## config.mk

```make
export PLATFORM = sky130hd
export DESIGN_NAME = uart_tx_serializer
export DESIGN_NICKNAME = d
export VERILOG_FILES = /design/src/rtl/uart_pkg.sv /design/src/rtl/uart_baud_tick.sv /design/src/rtl/uart_tx_serializer.sv
export SDC_FILE = /design/constraint.sdc
export NUM_CORES = 1
export LEC_CHECK = 0
export CORE_ASPECT_RATIO = 0.75
export CORE_MARGIN = 8
export CORE_UTILIZATION = 39
export CTS_BUF_LIST = sky130_fd_sc_hd__clkbuf_8
export CTS_CLUSTER_DIAMETER = 60
export DETAILED_ROUTE_END_ITERATION = 10
export GPL_TIMING_DRIVEN = 0
export PLACE_DENSITY = 0.61
export SYNTH_ARGS = -nofsm -noshare
export SYNTH_HDL_FRONTEND = slang
export SYNTH_SLANG_ARGS = --single-unit
```

## constraint.sdc

```tcl
create_clock -name clk -period 2.2 [get_ports clk]
set_input_delay 0.33 -clock clk [delete_from_list [all_inputs] [get_ports clk]]
set_output_delay 0.33 -clock clk [all_outputs]
set_load 0.02 [all_outputs]
```

## src/rtl/uart_pkg.sv

```systemverilog
// Shared types and helpers for the UART byte transmitter.
// UART_TX_PARITY_EN adds the PARITY state to the state encoding.
package uart_pkg;

    localparam int DATA_BITS = 8;

`ifdef UART_TX_PARITY_EN
    typedef enum logic [2:0] {
        IDLE   = 3'd0,
        START  = 3'd1,
        DATA   = 3'd2,
        PARITY = 3'd3,
        STOP   = 3'd4
    } tx_state_t;
`else
    typedef enum logic [2:0] {
        IDLE  = 3'd0,
        START = 3'd1,
        DATA  = 3'd2,
        STOP  = 3'd4
    } tx_state_t;
`endif

    // Rounded clocks per bit cell.
    function automatic int calc_clks_per_bit(input int clk_hz, input int baud);
        return (clk_hz + baud / 2) / baud;
    endfunction

endpackage

```

## src/rtl/uart_baud_tick.sv

```systemverilog
// Bit-cell timer: counts 0..CLKS_PER_BIT-1 and pulses o_cell_end on the last clock of a cell.
module uart_baud_tick #(
    parameter int CLKS_PER_BIT = 4
) (
    input  logic clk,
    input  logic rst_n,
    input  logic i_clear,
    output logic o_cell_end
);

    localparam int CNT_W = (CLKS_PER_BIT > 2) ? $clog2(CLKS_PER_BIT) : 1;
    localparam logic [CNT_W-1:0] CNT_MAX = CNT_W'(CLKS_PER_BIT - 1);

    logic [CNT_W-1:0] r_cnt;
    logic             w_last;

    assign w_last     = (r_cnt == CNT_MAX);
    assign o_cell_end = w_last && !i_clear;

    always_ff @(posedge clk or negedge rst_n) begin
        if (!rst_n) begin
            r_cnt <= '0;
        end else if (i_clear || w_last) begin
            r_cnt <= '0;
        end else begin
            r_cnt <= r_cnt + 1'b1;
        end
    end

endmodule

```

## src/rtl/uart_tx_serializer.sv

```systemverilog
// 8-bit UART transmitter with one-cycle accept strobe toward the command translator.
// Define UART_TX_PARITY_EN to append an even-parity bit after the data bits.
module uart_tx_serializer
    import uart_pkg::*;
#(
    parameter int CLK_FREQ_HZ  = 50_000_000,
    parameter int BAUD         = 115200,
    parameter int CLKS_PER_BIT = calc_clks_per_bit(CLK_FREQ_HZ, BAUD)
) (
    input  logic        clk,
    input  logic        rst_n,
    input  logic [7:0]  ascii_in,
    input  logic        cmd_ready,
    output logic        uart_ready,
    output logic        tx,
    output logic        busy,
    output logic [15:0] frames_sent
);

    localparam int IDX_W = $clog2(DATA_BITS);
    localparam logic [IDX_W-1:0] IDX_LAST = IDX_W'(DATA_BITS - 1);

    tx_state_t          r_state, w_state_nx;
    logic [7:0]         r_shift, w_shift_nx;
    logic [IDX_W-1:0]   r_bit_idx, w_bit_idx_nx;
    logic               r_tx, w_tx_nx;
    logic               r_uart_ready, w_uart_ready_nx;
    logic [15:0]        r_frames, w_frames_nx;
    logic               w_cell_end;
`ifdef UART_TX_PARITY_EN
    logic               r_parity, w_parity_nx;
`endif

    // Counter is held at zero while idle so the start cell is a full cell.
    uart_baud_tick #(
        .CLKS_PER_BIT (CLKS_PER_BIT)
    ) u_baud_tick (
        .clk        (clk),
        .rst_n      (rst_n),
        .i_clear    (r_state == IDLE),
        .o_cell_end (w_cell_end)
    );

    always_ff @(posedge clk or negedge rst_n) begin
        if (!rst_n) begin
            r_state      <= IDLE;
            r_shift      <= '0;
            r_bit_idx    <= '0;
            r_tx         <= 1'b1;
            r_uart_ready <= 1'b0;
            r_frames     <= '0;
`ifdef UART_TX_PARITY_EN
            r_parity     <= 1'b0;
`endif
        end else begin
            r_state      <= w_state_nx;
            r_shift      <= w_shift_nx;
            r_bit_idx    <= w_bit_idx_nx;
            r_tx         <= w_tx_nx;
            r_uart_ready <= w_uart_ready_nx;
            r_frames     <= w_frames_nx;
`ifdef UART_TX_PARITY_EN
            r_parity     <= w_parity_nx;
`endif
        end
    end

    // tx_nx is the line level for the state being entered, so tx stays a pure register.
    always_comb begin
        w_state_nx      = r_state;
        w_shift_nx      = r_shift;
        w_bit_idx_nx    = r_bit_idx;
        w_tx_nx         = r_tx;
        w_uart_ready_nx = 1'b0;
        w_frames_nx     = r_frames;
`ifdef UART_TX_PARITY_EN
        w_parity_nx     = r_parity;
`endif
        case (r_state)
            IDLE: begin
                w_tx_nx = 1'b1;
                if (cmd_ready) begin
                    w_state_nx      = START;
                    w_shift_nx      = ascii_in;
                    w_bit_idx_nx    = '0;
                    w_tx_nx         = 1'b0;
                    w_uart_ready_nx = 1'b1;
`ifdef UART_TX_PARITY_EN
                    w_parity_nx     = ^ascii_in;
`endif
                end
            end
            START: begin
                if (w_cell_end) begin
                    w_state_nx = DATA;
                    w_tx_nx    = r_shift[0];
                end
            end
            DATA: begin
                if (w_cell_end) begin
                    if (r_bit_idx == IDX_LAST) begin
`ifdef UART_TX_PARITY_EN
                        w_state_nx = PARITY;
                        w_tx_nx    = r_parity;
`else
                        w_state_nx = STOP;
                        w_tx_nx    = 1'b1;
`endif
                    end else begin
                        w_shift_nx   = {1'b0, r_shift[7:1]};
                        w_bit_idx_nx = r_bit_idx + 1'b1;
                        w_tx_nx      = r_shift[1];
                    end
                end
            end
`ifdef UART_TX_PARITY_EN
            PARITY: begin
                if (w_cell_end) begin
                    w_state_nx = STOP;
                    w_tx_nx    = 1'b1;
                end
            end
`endif
            STOP: begin
                if (w_cell_end) begin
                    w_state_nx  = IDLE;
                    w_tx_nx     = 1'b1;
                    w_frames_nx = r_frames + 16'd1;
                end
            end
            default: begin
                w_state_nx = IDLE;
                w_tx_nx    = 1'b1;
            end
        endcase
    end

    assign tx          = r_tx;
    assign uart_ready  = r_uart_ready;
    assign busy        = (r_state != IDLE);
    assign frames_sent = r_frames;

endmodule
```

==> results.md, run 1 <==
- Register Area: about 0.0010 mm2
- Crit path kind: flip-flop to output pin
- Drt via density: 4.67
- Setup Viol. Count Final: 0
- Slowest cell on crit path: dfrtp_1
- Post-route insts no fill: 310
- Vias: 1,447
- Avg Cell Area, Syn: approximately 11 um2
- Clk root buf: clkbuf_8
- Synth warn: 0
- Vias in the first global route: ~1,300
- Antenna diode count: 0
- Seq/Total Area, Yosys: around half
- WL/cell: around 13 um
- Cell count after synthesis: slightly below 200
- Total GRT Usage: 10.3%
- Post-synth EDFFs: 0
- Synth Cell Area: ~0.0021 mm2
- Worst path max stage delay: roughly 400 ps
- Nets: 250
- Largest net degree at the start of global routing: 33
- WP data required: 1870 ps
- Max Slew Vio Count: 0
- Maximum vdd ir drop: about 370 uV
- Clock sinks: 41
- Pleak: ~1.2 nW
- Share of the synthesized area in the top cell type: 47.7%
- Num CTS Buffers: 5
- Die area: ~0.0080 mm2
- Drt pass-1 iters: 4
- Layout cells sized above 1: a little over an eighth
- HP Class: input pin to asynchronous set/reset pin
- Clk_lat worst skew: a little under 300 ps
- Number of synthesized register bits: 41
- CP cell instances: buf_6 -> or3_4 -> buf_6 -> dlygate4sd2_1
- DRT Wirelength: just under 4000 um
- Tmin final: ~2000 ps
- Starting Density: 39.9%
- Port Buf Inserts: 29
- RSZ-0062 raised after global routing: no
- Boundary Pins: 30
- DRT iter0 DRCs: 63
- Num rows: 23
- Drt drc: 0
- Syn Nets: between 200 and 250
- Worst Path Buf+Inv: 3
- Top FF cell, synth: dfrtp_1
- Crit-path leading delay family: buffers and inverters
- Slew HR: between 60% and 70%
- Count of cell types in the netlist: 43
- Slew @ Worst Pin: slightly below 500 ps
- Post-route ant nets: 0
- Top-count cell post-synth: dfrtp_1
- Placed Area: ~0.0025 mm2
- Clk_skew: slightly below 9 ps
- Die X: just over 100 um
- Global route overflow: 0
- Area contributors post-synth: dfrtp_1 (48%), xnor2_1 (6.3%), nand2_1 (5.5%)
- Worst Path Max Fanout: 10
- Area of the multi-input gates: roughly 980 um2
- Initial antenna violation count: 0
- Status: completed
- Post-synthesis async set-or-reset flop share: 100%
- Hold Slack: 437 ps
- Placed wire-length estimate: 2930 um
- First-pass GRT wire length: approximately 6500 um
- Worst-path clk slew: around 80 ps
- WP data arrival: 1660 ps
- GPL Wtd Cong: slightly above 0.7
- Reg-to-reg setup timing slack: about 250 ps
- Area Growth Syn to Fin: 24.3%
- Startpoint Class: flip-flop
- Synth area leader: dfrtp_1
- Worst Setup End Kind: output pin
- Post-route cell area: 0.00261 mm2
- CTS tree: done
- Worst-case reg-to-reg path depth: 7
- FMAX: 503 MHz
- CP dominant cell by count: buf_6
- CTS H-tree depth: 2
- Tcrit/Tclk final: 90.4%
- Fillers: approximately 500
- Commonest cells post-synth: dfrtp_1 (40), nand2_1 (31), nor2_1 (17), xnor2_1 (15)
- Max-Cap Viols: 0
- Placed Cells: 301
- Final Hold Vio Count: 0
- Core area: roughly 0.0053 mm2
- P per Cell Area: roughly 700 mW/mm2
- Die H: 79.5 um
- Max clock buf depth: 2
- Reg2Reg Launch Point: r_state[2]
- RR Endpoint: r_shift[6]
==> routing by layer <==
metal	up-vias	GRT usage, %	part of all wire (%)	routed length [um]
li1	734	-	-	-
met1	696	14.2	53	2100
met2	12	14.2	43	1710
met3	5	4.09	2.7	107
met4	0	3.61	1.2	47
met5	-	0	0	0
==> layout by cell type (no fill, tap or decap), types with 5 or more instances in the layout <==
master	synthesis	routed
clkbuf_8	0	7
mux2_4	7	7
ha_1	5	5
nor2_1	17	17
clkdlybuf4s50_1	0	27
dfrtp_1	40	40
inv_1	8	8
nand3_1	8	8
nor3_1	6	6
nand4_1	6	6
xnor2_1	15	15
nand2_1	31	31
xor2_1	8	8
==> final cells by class <==
| cell class | instances | share of cell area, % |
|---|---|---|
| Buffer | 7 | 2.30 |
| Clock buffer | 7 | 3.69 |
| Clock inverter | 1 | 0.192 |
| Inverter | 8 | 1.15 |
| Multi-Input combinational cell | 140 | 37.6 |
| Sequential cell | 41 | 39.4 |
| Tap cell | 75 | 3.60 |
| Timing Repair Buffer | 31 | 12.0 |
==> power by group <==
group / switching (mW) / internal, mW / leakage (nW)
logic: 0.134 / 0.189 / 0.566
registers: 0.0798 / 0.867 / 0.540
clock network: 0.255 / 0.284 / 0.0542
total: 0.468 / 1.34 / 1.16
==> metrics by stage <==
step / setup TNS [ps] / setup WS [ps] / utilization, % / power (mW)
floorplan: 0 / 345 / - / 1.18
CTS: 0 / 196 / 49.5 / 1.84
global route: 0 / 134 / 49.5 / 1.92
finish: 0 / 210 / 49.5 / 1.81
global placement: -12430 / -313 / 47.2 / 1.28
detailed placement: 0 / 260 / 47.4 / 1.29
==> flip-flops by register name (all words and copies together), names as in the netlist <==
register,flops
frames_sent,16
r_bit_idx,3
r_shift,8
r_state,3
tx,1
u_baud_tick.r_cnt,9
uart_ready,1
==> worst max path at each step <==
stage                     slack, ps         end  cells after the start       start
after CTS                       200        busy                      4  r_state[2]
after floorplan                 350  r_shift[0]                      7  r_state[2]
after detailed placement        260  r_shift[6]                      7  r_state[2]
final                           210        busy                      4  r_state[2]
after global placement         -310  r_shift[0]                      1       rst_n
after global routing            130        busy                      4  r_state[2]
==> logic make-up after synthesis <==
logic type / after synthesis / synth area share, %
fa+ha+maj: 5 / 2.98
flops: 41 / 48.9
xor+xnor: 23 / 9.60
mux: 11 / 7.03
buf+inv: 15 / 4.29
compound gates: 13 / 4.95
simple gates: 88 / 22.2
==> repair_timing <==
item / CTS / global route
endpoints found under the setup margin: 1 / 0
setup buffers: 0 / 0
gates resized for setup: 1 / 0
hold endpoints to repair: 9 / 0
hold buffers: 1 / 0
No activity file was read; power rests on OpenSTA's default activity.
==> inputs of run 2 (changes only) <==
--- a/config.mk
+++ b/config.mk
@@ -5,6 +5,8 @@
 export SDC_FILE = /design/constraint.sdc
 export NUM_CORES = 1
 export LEC_CHECK = 0
+export CELL_PAD_IN_SITES_DETAIL_PLACEMENT = 0
+export CELL_PAD_IN_SITES_GLOBAL_PLACEMENT = 1
 export CORE_ASPECT_RATIO = 0.75
 export CORE_MARGIN = 8
 export CORE_UTILIZATION = 39
@@ -12,7 +14,7 @@
 export CTS_CLUSTER_DIAMETER = 60
 export DETAILED_ROUTE_END_ITERATION = 10
 export GPL_TIMING_DRIVEN = 0
-export PLACE_DENSITY = 0.61
+export PLACE_DENSITY = 0.75
 export SYNTH_ARGS = -nofsm -noshare
 export SYNTH_HDL_FRONTEND = slang
 export SYNTH_SLANG_ARGS = --single-unit
==> run 2 against run 1 <==
Effect of this change: core utilization shrank 0.38 points; wire length shrank 3.3%; design area shrank 0.77%; worst hold slack lost 74 ps; via count shrank 1.7%; maximum frequency grew 0.83%; non-clock buffer count is the same; critical path depth is the same; die area is the same; register-to-register slack gained 40 ps; critical path type unchanged; highest routed layer unchanged.
==> results.md, run 2 (synthesis gave the netlist of run 1 again) <==
- Grt met1 use: 14.7%
- Drt via density: ~4.6
- Port Buf Inserts: 29
- Drt pass-1 iters: 4
- Total GRT Usage: 10.6%
- Layout cells sized above 1: approximately 12%
- Antenna diode count: 0
- Met3 usage: 3.05%
- Clk root buf: clkbuf_8
- Post-layout util: 49.2%
- Final Hold Vio Count: 0
- Drt drc: 0
- WP data arrival: about 1600 ps
- Crit path kind: flip-flop to output pin
- Area Growth Syn to Fin: 23.3%
- Slew @ Worst Pin: 484 ps
- Core area: approximately 0.0053 mm2
- Routing usage on met2: approximately 15%
- Num CTS Buffers: 5
- HP Class: input pin to asynchronous set/reset pin
- Vias: about 1,400
- Clk_skew: roughly 12 ps
- RSZ-0062 raised after global routing: no
- Starting Density: about 40%
- Worst-path clk slew: roughly 80 ps
- P per Cell Area: ~660 mW/mm2
- Clk_lat worst skew: between 200 and 300 ps
- Tcrit/Tclk final: about nine tenths
- Commonest non-fill, non-tap cells in the layout: dfrtp_1 (40), nand2_1 (31), clkdlybuf4s50_1 (27), nor2_1 (17), xnor2_1 (15)
- Reg-to-reg setup timing slack: just under 300 ps
- GRT Max-Usage Layer: met2
- Die area: approximately 0.008 mm2
- Hold Slack: about 360 ps
- GPL Wtd Cong: roughly 0.73
- Pleak: ~1.2 nW
- Max Slew Vio Count: 0
- WL/cell: ~12 um
- CTS H-tree depth: 2
- Nets: 250
- Initial antenna violation count: 0
- Max clock buf depth: 2
- Max reg flops: 16
- Placed wire-length estimate: approximately 2800 um
- Post-CTS Setup Inserts: 0
- Global route overflow: 0
- Max-Cap Viols: 0
- WP data required: between 1500 and 2000 ps
- Worst Path Max Fanout: 10
- Tmin final: roughly 2000 ps
- Die X: around 100 um
- Worst Setup End Kind: output pin
- CTS tree: done
- Startpoint Class: flip-flop
- DRT Wirelength: about 3800 um
- Status: completed
- First-pass GRT wire length: roughly 6700 um
- FMAX: a little over 500 MHz
- Vias in the first global route: 1,405
- Maximum vdd ir drop: around 320 uV
- Clock sinks: a little over 40
- Boundary Pins: 30
- Setup Viol. Count Final: 0
- Post-route ant nets: 0
- Largest net degree at the start of global routing: 40
- Num rows: 23
- Commonest non-fill, non-tap cell in the layout: dfrtp_1
- Die H: just under 80 um
- Slew HR: 67.7%
- DRT iter0 DRCs: 45
[run 2: what timing repair did]
action / 4_1_cts / 5_1_grt
hold endpoints to repair: 2 / 0
hold buffers: 1 / 0
resized for setup: 1 / 0
setup endpoints to repair: 1 / 0
[run 2: area by class of cell]
| cell class | count | area [um2] |
|---|---|---|
| inverters | 8 | 30.0 |
| clock buffers | 5 | 68.8 |
| plain buffers | 7 | 60.1 |
| flip-flops and latches | 41 | 1030 |
| clock inverters | 3 | 12.5 |
| well taps | 75 | 93.8 |
| repair buffers | 31 | 314 |
| fillers | 485 | 2680 |
| multi-input cells | 140 | 982 |
[run 2: worst max-delay path: stages (launching register included)]
cell and delay, ps:
dfrtp_1 390, buf_6 140, or3_4 380, buf_6 140, dlygate4sd2_1 310
[run 2: metal layers]
layer | part of all wire [%] | wire length, um
met1 | 51 | 1950
met4 | 1.0 | 40
met3 | 4.2 | 161
met2 | 44 | 1690
met5 | 0 | 0
[run 2: metrics by stage]
stage          power [mW]  cells  cell area (um2)  setup WS, ps  TNS [ps]
6_report             1.72    310             2590           227         0
5_1_grt              1.84    310             2590           152         0
4_1_cts              1.76    310             2590           206         0
3_5_place_dp         1.29    301             2500           278         0
3_3_place_gp         1.28    300             2480          -274    -10880
2_1_floorplan        1.18    196             2100           345         0
[run 2: power breakdown]
| part | internal, mW | leakage [nW] | switching [mW] |
|---|---|---|---|
| Combinational | 0.189 | 0.566 | 0.130 |
| Sequential | 0.868 | 0.540 | 0.0816 |
| Clock | 0.213 | 0.0505 | 0.240 |
[run 2: final timing paths]
check / start / endpoint / depth (start not counted)
setup / recovery: r_state[2] / busy / 4
hold / removal: rst_n / frames_sent[4] / 2
setup reg to reg: r_state[2] / r_shift[1] / 7
hold reg to reg: frames_sent[15] / frames_sent[15] / 1
max in group asynchronous: rst_n / tx / 3
min in group clk: frames_sent[15] / frames_sent[15] / 1
==> inputs of run 3 (changes only) <==
--- a/config.mk
+++ b/config.mk
@@ -7,7 +7,6 @@
 export LEC_CHECK = 0
 export CELL_PAD_IN_SITES_DETAIL_PLACEMENT = 0
 export CELL_PAD_IN_SITES_GLOBAL_PLACEMENT = 1
-export CORE_ASPECT_RATIO = 0.75
 export CORE_MARGIN = 8
 export CORE_UTILIZATION = 39
 export CTS_BUF_LIST = sky130_fd_sc_hd__clkbuf_8
==> run 3 against run 2 <==
Effect of this change: sequential share of layout area is 0.077 points higher; critical path depth stayed put; clock-buffer cell count stayed put; clock skew is 7.9 ps lower; maximum frequency is 1.1% lower; worst setup slack worse by 22 ps; register-to-register slack worse by 30 ps; non-clock buffer count stayed put; wire length is 2.4% higher; critical path type unchanged; critical endpoint unchanged; largest power group unchanged; highest routed layer unchanged.
==> results.md, run 3 (synthesis gave the netlist of run 1 again) <==
- Status: completed
- Clk_lat worst skew: between 200 and 300 ps
- DRT Wirelength: just under 4000 um
- Post-route cell area: between 0.002 and 0.003 mm2
- Crit path kind: flip-flop to output pin
- WL/cell: 12.9 um
- Worst Setup End Kind: output pin
- Drt pass-1 iters: 4
- P_int: ~1.3 mW
- Max Slew Vio Count: 0
- RSZ-0062 raised after global routing: no
- CP dominant cell by count: buf_6
- Worst Path Max Fanout: 10
- DRT iter0 DRCs: between 60 and 70
- Port Buf Inserts: 29
- Reg-to-reg setup timing slack: approximately 260 ps
- Largest net degree at the start of global routing: 32
- Worst-path clk slew: around 80 ps
- Slowest cell on crit path: dfrtp_1
- Vias: approximately 1,500
- Worst-case reg-to-reg path depth: 7
- Clk root buf: clkbuf_8
- CTS tree: done
- Layout cells sized above 1: between 10 and 15%
- Tmin final: approximately 2000 ps
- Commonest non-fill, non-tap cells in the layout: dfrtp_1 (40), nand2_1 (31), clkdlybuf4s50_1 (27), nor2_1 (17), xnor2_1 (15)
- Slew HR: between 60% and 70%
- Worst Path Buf+Inv: 3
- WP data required: 1870 ps
- Pleak: approximately 1.2 nW
- Setup Viol. Count Final: 0
- Net switching power figure: roughly 0.47 mW
- Sw frac: a little over a quarter
- Maximum vdd ir drop: 374 uV
- Nets: 250
- Die H: roughly 90 um
- Drt drc: 0
- First-pass GRT wire length: between 6000 and 7000 um
- RR Endpoint: r_shift[0]
- Placed wire-length estimate: between 2000 and 3000 um
- Boundary Pins: 30
- Max clock buf depth: 2
- Global route overflow: 0
- Die X: between 80 and 90 um
- Total power: between 1.5 and 2 mW
- Area Growth Syn to Fin: 23.1%
- Post-route insts no fill: around 310
- Final Hold Vio Count: 0
- Starting Density: 40.8%
- Tcrit/Tclk final: about nine tenths
- Seq pwr share: 54.6%
- Vias in the first global route: roughly 1,400
- HP Class: input pin to asynchronous set/reset pin
- Max reg flops: 16
- Antenna diode count: 0
- CTS H-tree depth: 2
- Hold Slack: ~440 ps
- Core area: 0.00514 mm2
- Reg2Reg Launch Point: r_state[2]
- Num rows: 26
- CP endpoint: busy
- Slew @ Worst Pin: around 500 ps
- Setup ws final: between 200 and 250 ps
- Startpoint Class: flip-flop
- Drt via density: roughly 4.8
- Post-CTS Setup Inserts: 0
- Clk_skew: 3.79 ps
- Clock sinks: 41
- Post-route ant nets: 0
- Commonest non-fill, non-tap cell in the layout: dfrtp_1
- FMAX: around 500 MHz
- P per Cell Area: 674 mW/mm2
- GPL Wtd Cong: approximately 0.70
- WP data arrival: approximately 1700 ps
- Worst path max stage delay: about 400 ps
- Setup WS pre-CTS: between 200 and 300 ps
- Post-layout util: approximately half
- Placed Cells: slightly below 300
- CP cell instances: buf_6 -> or3_4 -> buf_6 -> dlygate4sd2_1
- Crit-path leading delay family: buffers and inverters
- Combinational power share: 18.3%
- Max-Cap Viols: 0
- Initial antenna violation count: 0
- CP Launch Point: r_state[2]
- Die area: 0.00799 mm2
- Num CTS Buffers: 5
- Placed Area: about 0.0025 mm2
- Total GRT Usage: a little over a tenth
- Setup_tns: 0 ps
- Critical path depth: 4
- Clock share of power: 27.1%
==> run 3: cell count changes in the layout (fill, tap and decap cells not counted) <==
cell,change
clkinv_2,+1
inv_1,-1
==> run 3: cell type report <==
type | count | area [um2]
Sequential cell | 41 | 1030
Clock buffer | 5 | 68.8
Tap cell | 70 | 87.6
Timing Repair Buffer | 31 | 314
Fill cell | 487 | 2560
Inverter | 8 | 30.0
Buffer | 7 | 60.1
Clock inverter | 3 | 13.8
Multi-Input combinational cell | 140 | 982
==> run 3: power groups by stage <==
| stage | Clock (mW) | Sequential (mW) | Combinational, mW |
|---|---|---|---|
| 2_1_floorplan | 0 | 0.957 | 0.225 |
| 3_5_place_dp | 0 | 0.964 | 0.324 |
| 3_3_place_gp | 0 | 0.963 | 0.316 |
| 4_1_cts | 0.494 | 0.949 | 0.326 |
| 6_report | 0.472 | 0.950 | 0.319 |
| 5_1_grt | 0.532 | 0.968 | 0.360 |
==> run 3: what timing repair did <==
| item | in CTS | in global routing |
|---|---|---|
| resized for setup | 1 | 0 |
| setup endpoints to repair | 1 | 0 |
| hold endpoints to repair | 10 | 0 |
| hold buffers | 1 | 0 |
==> run 3: worst min-delay path by stage <==
stage,end,cells past startpoint
floorplan,frames_sent[0],0
global placement,frames_sent[15],1
detailed placement,u_baud_tick.r_cnt[0],1
CTS,u_baud_tick.r_cnt[0],2
global route,u_baud_tick.r_cnt[0],2
finish,u_baud_tick.r_cnt[0],2
==> run 3: worst register-to-register path, delay by kind of cell, from the launching register on <==
family	cells	cell delay (ps)
buffers and inverters	3	450
and+or+nand+nor	2	500
DFF	1	390
AOI/OAI and AO/OA	1	200
muxes	1	300
==> run 3: metal layers <==
layer / part of all wire [%] / global-route usage [%] / wire length, um / vias to the layer above
li1: - / - / - / 737
met4: 1.8 / 4.98 / 69 / 0
met2: 45 / 16.4 / 1760 / 29
met1: 48 / 14.4 / 1880 / 702
met5: 0 / 0 / 0 / -
met3: 5.6 / 3.03 / 221 / 7
